`src/rtl/branch_resolver.sv`:
```
// Conditional-branch resolver: evaluates the br* condition on Ra, forms the target PC
// and pulses a one-cycle PC load. Optional statistics counters under BRANCH_STATS_EN.
module branch_resolver #(
  parameter int DATA_W   = 32,
  parameter int OFFSET_W = 19,
  parameter int CNT_W    = 16
) (
  input  logic              clock,
  input  logic              clear,
  input  logic              start,
  input  logic [31:0]       ir,
  input  logic [DATA_W-1:0] ra_value,
  input  logic [DATA_W-1:0] pc,
  output logic              busy,
  output logic              done,
  output logic              taken,
  output logic              pc_load,
  output logic [DATA_W-1:0] pc_next,
  output logic [CNT_W-1:0]  taken_count,
  output logic [CNT_W-1:0]  total_count
);

  typedef enum logic [1:0] {IDLE, EVAL, RESOLVE, DONE} state_t;

  typedef struct packed {
    logic [1:0]          cond;
    logic [OFFSET_W-1:0] offset;
    logic [DATA_W-1:0]   ra;
    logic [DATA_W-1:0]   pc;
  } req_t;

  state_t            state_q, state_d;
  req_t              req_q;
  logic              accept;
  logic              flag_q, flag_d;
  logic [DATA_W-1:0] target;
  logic              unused_ir;

  assign unused_ir = ^{ir[31:21]};
  assign busy      = (state_q != IDLE);

  // The DONE state takes a new start on its closing edge, giving one branch per 3 cycles.
  always_comb begin
    state_d = state_q;
    accept  = 1'b0;
    case (state_q)
      IDLE:    if (start) begin accept = 1'b1; state_d = EVAL; end
      EVAL:    state_d = RESOLVE;
      RESOLVE: state_d = DONE;
      DONE:    if (start) begin accept = 1'b1; state_d = EVAL; end else state_d = IDLE;
      default: state_d = IDLE;
    endcase
  end

  always_comb begin
    flag_d = 1'b0;
    case (req_q.cond)
      2'b00: flag_d = (req_q.ra == '0);
      2'b01: flag_d = (req_q.ra != '0);
      2'b10: flag_d = ~req_q.ra[DATA_W-1];
      2'b11: flag_d =  req_q.ra[DATA_W-1];
      default: flag_d = 1'b0;
    endcase
  end

  assign target = req_q.pc + {{(DATA_W-OFFSET_W){req_q.offset[OFFSET_W-1]}}, req_q.offset};

  always_ff @(posedge clock or negedge clear) begin
    if (!clear) begin
      state_q <= IDLE;
      req_q   <= '0;
      flag_q  <= 1'b0;
      done    <= 1'b0;
      taken   <= 1'b0;
      pc_load <= 1'b0;
      pc_next <= '0;
    end else begin
      state_q <= state_d;
      if (accept)             req_q  <= {ir[20:19], ir[OFFSET_W-1:0], ra_value, pc};
      if (state_q == EVAL)    flag_q <= flag_d;
      done    <= (state_q == RESOLVE);
      taken   <= (state_q == RESOLVE) & flag_q;
      pc_load <= (state_q == RESOLVE) & flag_q;
      if (state_q == RESOLVE) pc_next <= flag_q ? target : req_q.pc;
    end
  end

`ifdef BRANCH_STATS_EN
  // Saturating counters; updated in the cycle the done pulse is visible.
  always_ff @(posedge clock or negedge clear) begin
    if (!clear) begin
      taken_count <= '0;
      total_count <= '0;
    end else if (done) begin
      if (total_count != {CNT_W{1'b1}})         total_count <= total_count + CNT_W'(1);
      if (taken && taken_count != {CNT_W{1'b1}}) taken_count <= taken_count + CNT_W'(1);
    end
  end
`else
  assign taken_count = '0;
  assign total_count = '0;
`endif

endmodule
```
`config.mk`:
```
export PLATFORM = sky130hd
export DESIGN_NAME = branch_resolver
export DESIGN_NICKNAME = d
export VERILOG_FILES = /design/src/rtl/branch_resolver.sv
export SDC_FILE = /design/constraint.sdc
export NUM_CORES = 1
export LEC_CHECK = 0
export CELL_PAD_IN_SITES_DETAIL_PLACEMENT = 0
export CELL_PAD_IN_SITES_GLOBAL_PLACEMENT = 2
export CORE_MARGIN = 2
export CORE_UTILIZATION = 33
export CTS_BUF_LIST = sky130_fd_sc_hd__clkbuf_4
export DETAILED_ROUTE_END_ITERATION = 10
export GPL_TIMING_DRIVEN = 0
export PLACE_DENSITY = 0.89
export SYNTH_ARGS = -nofsm -noshare
export SYNTH_HDL_FRONTEND = slang
export SYNTH_SLANG_ARGS = --single-unit
```
`constraint.sdc`:
```
create_clock -name clock -period 3.05 [get_ports clock]
set_clock_uncertainty 0.15 [all_clocks]
set_input_delay 0.61 -clock clock [delete_from_list [all_inputs] [get_ports clock]]
set_output_delay 0.61 -clock clock [all_outputs]
set_load 0.005 [all_outputs]
```
* Word-level counts from Yosys, hierarchy flattened *
Cells that the tools add are included.

word-level totals
  bits of input ports = 99
  output and inout bits = 68
  register bits after elaboration = 122
  logic and storage cells = 32

cells by class
  add/sub/neg operators = 1
  reduce and logical (&&, ||, !) cells = 6
  bitwise operators = 2
  equality and inequality tests = 7
  mux-type cells = 7

operators by type and width
  cell                                                              number
  32-bit adder                                                      1
  32-bit zero test                                                  1
  32-bit 2-to-1 mux                                                 1
  32-bit nonzero test                                               1
  2-bit == test (second input constant)                             4
  2-bit case mux with 4 select lines                                1
  2-bit by 1-bit == test with 1-bit output (second input constant)  2
  2-bit zero test                                                   2
  1-bit case mux with 4 select lines                                1
  1-bit 2-to-1 mux                                                  3
  2-bit 2-to-1 mux                                                  1
  2-bit inequality test (second input constant)                     1
  2-bit nonzero test                                                1
  2-bit OR reduction                                                1
  1-bit bitwise AND                                                 1
  1-bit NOT                                                         1

* Logic depth before layout (Yosys ltp) *
  word-level depth = 3
  gate-level depth with buffers = 10
  depth with buffers taken out = 10

* Worst setup path before layout *
No wires, ideal clock.

  path kind = register to register
  start = reg req_q[82] in the netlist's numbering
  end = reg pc_next[30]
  required time = 2769 ps
  stages on the path, launching flop included = 9
  slack = 272 ps
  arrival = 2497 ps
  buffers on the path = 0
  setup time = 131 ps
  period minus slack after synthesis = 2778 ps
  cell sequence = dfrtp_1 > ha_1 > a21o_2 > a21oi_1 > or3b_1 > o221ai_2 > o21ai_2 > and4b_1 > or3_1

between the ends
  word-level cells in the longest chain between the ends = 2

ends and longest elaborated chain
  item                    line  source
  from (decl)             33    req_t req_q;
  from (signal assigned)  79    if (accept) req_q <= {ir[20:19], ir[OFFSET_W-1:0], ra_value, pc};
  32-bit adder            66    assign target = req_q.pc + {{(DATA_W-OFFSET_W){req_q.offset[OFFSET_W-1]}}, req_q.offset};
  32-bit 2-to-1 mux       84    if (state_q == RESOLVE) pc_next <= flag_q ? target : req_q.pc;
  to (signal assigned)    84
  to (decl)               18    output logic [DATA_W-1:0] pc_next,

No other way between the ends.
A chain may end at the register's enable or synchronous reset.

* Worst setup path after layout *
  start = reg req_q[14] in the netlist's numbering
  end = reg pc_next[23]

Same word-level chain as after synthesis.

==> flow_summary_export.csv <==
group,metric,value,unit
synth,synth-seq-cells,122,
synth,yosys.area.top_type,"dfrtp_1",
timing,fmax,344,MHz
worst_setup_path,crit_path_frequent_cell,"a21oi_1",
min_path,min_path_cells,1,
floorplanning,dieArea,22200,um^2
synth,synth.avg_cell_area,10.9,um^2
job,drv_cap,0,
worst_setup_path,startpoint,"req_q[14]",
timing,setup_viol,0,
floorplanning,rows,53,
synth,yosysSeqAreaShare,0.441,
place,dp.cells,1066,
clock_tree,numCtsBuffers,17,
global_route,grt_util_met3,0.0416,
floorplanning,core_area,20800,um^2
floorplanning,start_util,0.333,
clock_tree,cts_root_buf,"clkbuf_4",
global_route,antenna_found_initial,1,
worst_setup_path,crit_required,3.35,ns
worst_setup_path,cp_num_buf_inv,0,
clock_tree,clock-sinks,122,
worst_setup_path,crit_fanout,5,
worst_setup_path,cp_cell_sequence,"ha_1, a21oi_1, o21ai_0, a2111oi_1, a21oi_2, o22ai_2, xor2_1, a21oi_1, mux2_2",
worst_setup_path,r2r-end,"pc_next[23]",
drt,routedWlPerCell,15.5,um
global_route,grt_max_degree,74,
synth,yosys_warnings,0,
pwr,leakagePower,0.00388,uW
drt,ant_nets,0,
global_route,globalRouteTotalUtil,0.159,
timing,tightest_slew,0.839,ns
place,io_buffers,123,
pwr,max-vdd-ir-drop,0.358,mV
drt,vias,5206,
timing,slew_violations,0,
global_route,gr-usage-met1,0.202,
synth,synth_top_area_share,0.441,
global_route,first_global_vias,5255,
floorplanning,die_w,149,um
worst_setup_path,r2r_setup_slack,0.15,ns
synth,synth.top_cells.by_area,"dfrtp_1, mux2_2, ha_1, a21oi_1, buf_4",
worst_setup_path,r2r_cells,9,
worst_setup_path,critPathLaunchType,"register",
finish,final_cells,1103,
global_route,top_usage_layer,"met2",
worst_setup_path,crit_cells,9,
place,gp_congestion,0.830,
place,hpwl,12.9,mm
pwr,pwr_density_cell,1270,nW/um^2
timing,timing.final.crit_share,0.952,
floorplanning,die_h,149,um
finish,synthToLayoutAreaGrowth,30.1,%
synth,synthFlopType,"dfrtp_1",
synth,syn_area,6930,um^2
synth,synth-edff-count,0,
drt,viasPerCell,4.72,
worst_setup_path,worstPathArrival,3.21,ns
timing,tns,0,ns
floorplanning,pin_count,167,
global_route,met2_usage,0.271,
min_path,min_path_type,"register to register",
timing,relSlewSlack,0.441,
outcome,run_status,"completed",
worst_setup_path,cpMaxStageDelayCell,"dfrtp_1",
finish,nets,950,
worst_setup_path,r2r_start,"req_q[14]",
drt,routed_wl,17.1,mm
worst_setup_path,critPathCapture,"pc_next[23]",
synth,synthDistinctLibCells,61,
finish,post_route_cells_drive_above_1_share,0.231,
timing,min_period,2.90,ns
drt,dr.first_iter.drc_count,212,
clock_tree,ctsLongestPathBuffers,2,
clock_tree,path_clk_slew,0.13,ns
synth,async_flop_share,1.00,
clock_tree,worstSkewPairLatency,0.56,ns
drt,firstDrtPassIters,4,
global_route,grt_pass1_wl,27.3,mm
worst_setup_path,critical-path-max-stage-delay,0.42,ns
drt,drc,0,
worst_setup_path,worstSetupPathType,"register to register",
worst_setup_path,end_kind,"register",
clock_tree,htree_levels,4,
worst_setup_path,crit_family,"compound AO/OA/AOI/OAI gates",
clock_tree,cts_tree,"built",
synth,synth_cells,636,
global_route,grt_overflow,0,
timing,hold_viol_final,0,
final cells by class:
type | count | area (um^2)
inverter | 12 | 45.0
antenna | 1 | 2.50
buffer | 60 | 424
timing repair buffer | 128 | 1290
clock inverter | 15 | 150
multi-input combinational | 473 | 3570
tap | 275 | 344
sequential | 122 | 3060
fill | 2088 | 11800
clock buffer | 17 | 128
worst reg2reg max path: stages, from the launching register on:
cell and delay (ns):
dfrtp_1 0.42, ha_1 0.37, a21oi_1 0.27, o21ai_0 0.21
a2111oi_1 0.38, a21oi_2 0.20, o22ai_2 0.26, xor2_1 0.17
a21oi_1 0.09, mux2_2 0.29
timing repair:
| item | CTS | global route |
|---|---|---|
| pin swaps | 0 | 1 |
| hold buffers | 1 | 0 |
| gates cloned | 0 | 0 |
| endpoints found under the hold margin | 49 | 0 |
| resized for setup | 6 | 11 |
| setup buffers | 0 | 3 |
| endpoints found under the setup margin | 21 | 38 |
placed cells by master (no fill, tap or decap), drive strengths merged, types with 2 or more instances in the layout:
| master | n |
|---|---|
| buf | 44 |
| o22a | 2 |
| a211oi | 3 |
| nand4 | 10 |
| or3 | 3 |
| nor3 | 5 |
| clkbuf | 37 |
| nand2b | 2 |
| o31ai | 2 |
| o21a | 2 |
| nand3 | 11 |
| o21bai | 3 |
| mux2i | 21 |
| conb | 32 |
| nor2 | 48 |
| o221ai | 3 |
| o21ai | 22 |
| nor3b | 2 |
| o211ai | 4 |
| xor2 | 4 |
| a31oi | 10 |
| a21oi | 58 |
| nor4 | 7 |
| clkinvlp | 3 |
| nor2b | 11 |
| a31o | 2 |
| dfrtp | 122 |
| a2111oi | 3 |
| a311o | 2 |
| nand2 | 26 |
| mux2 | 88 |
| ha | 36 |
| xnor2 | 22 |
| a21o | 13 |
| clkdlybuf4s50 | 122 |
| inv | 21 |
| clkinv | 3 |
| and3 | 4 |
metal layers:
metal,part of all wire,up-vias
li1,-,2602
met3,0.044,11
met2,0.50,83
met4,0.011,0
met5,0,-
met1,0.45,2510
cells by family after synthesis:
logic type,Yosys count,share of synthesized area
simple gates,134,0.0928
flops,122,0.441
fa+ha+maj,37,0.0679
other cells,1,0.000541
xor+xnor,26,0.0329
compound gates,135,0.125
buf+inv,72,0.0672
mux,109,0.173
registers in the layout, indices dropped and copies added (netlist names):
name     flops
done         1
flag_q       1
pc_load      1
pc_next     32
req_q       85
state_q      2
worst min-delay path by stage:
stage | from | to | slack, ns
floorplan | clear | done | 0.16
finish | req_q[60] | req_q[60] | 0.37
detailed placement | req_q[39] | req_q[39] | 0.35
global placement | pc_next[2] | pc_next[2] | 0.34
CTS | clear | pc_next[7] | 0.38
global route | req_q[57] | req_q[57] | 0.39
cells in the mapped netlist, types with 3 or more instances:
cell type and number:
xnor2_1 22, inv_1 11, o21ai_1 3, o21bai_1 3, or3_1 3, buf_6 3
a21o_1 11, mux2_2 88, clkbuf_1 18, nor2_1 48, nand4_1 10, nor3_1 5
xor2_1 4, o21ai_0 18, nor4_1 7, mux2i_1 21, o211ai_1 4, nor2b_1 11
a21oi_1 55, nand3_1 11, ha_1 36, and3_1 4, buf_4 34, nand2_1 26
dfrtp_1 122, a211oi_1 3, a31oi_1 10, a2111oi_0 3
through the flow:
stage / total power, uW / area, um^2 / setup WS, ns / hold WS, ns / util
after floorplan: 8180 / 7040 / 0.272 / 0.164 / -
after global placement: 10100 / 8620 / -3.75 / 0.341 / 0.414
after detailed placement: 10200 / 8650 / -0.356 / 0.348 / 0.415
after CTS: 11500 / 8960 / 0.0102 / 0.379 / 0.430
after global routing: 12500 / 9010 / -0.000533 / 0.395 / 0.433
final: 11400 / 9010 / 0.145 / 0.371 / 0.433
where the power goes:
part | leakage, uW | internal [uW] | total, uW | switching, uW
combinational | 0.00231 | 3610 | 7230 | 3620
sequential | 0.00142 | 2470 | 3060 | 593
clock | 0.000144 | 370 | 1140 | 774
No activity file was read; power rests on OpenSTA's default activity.
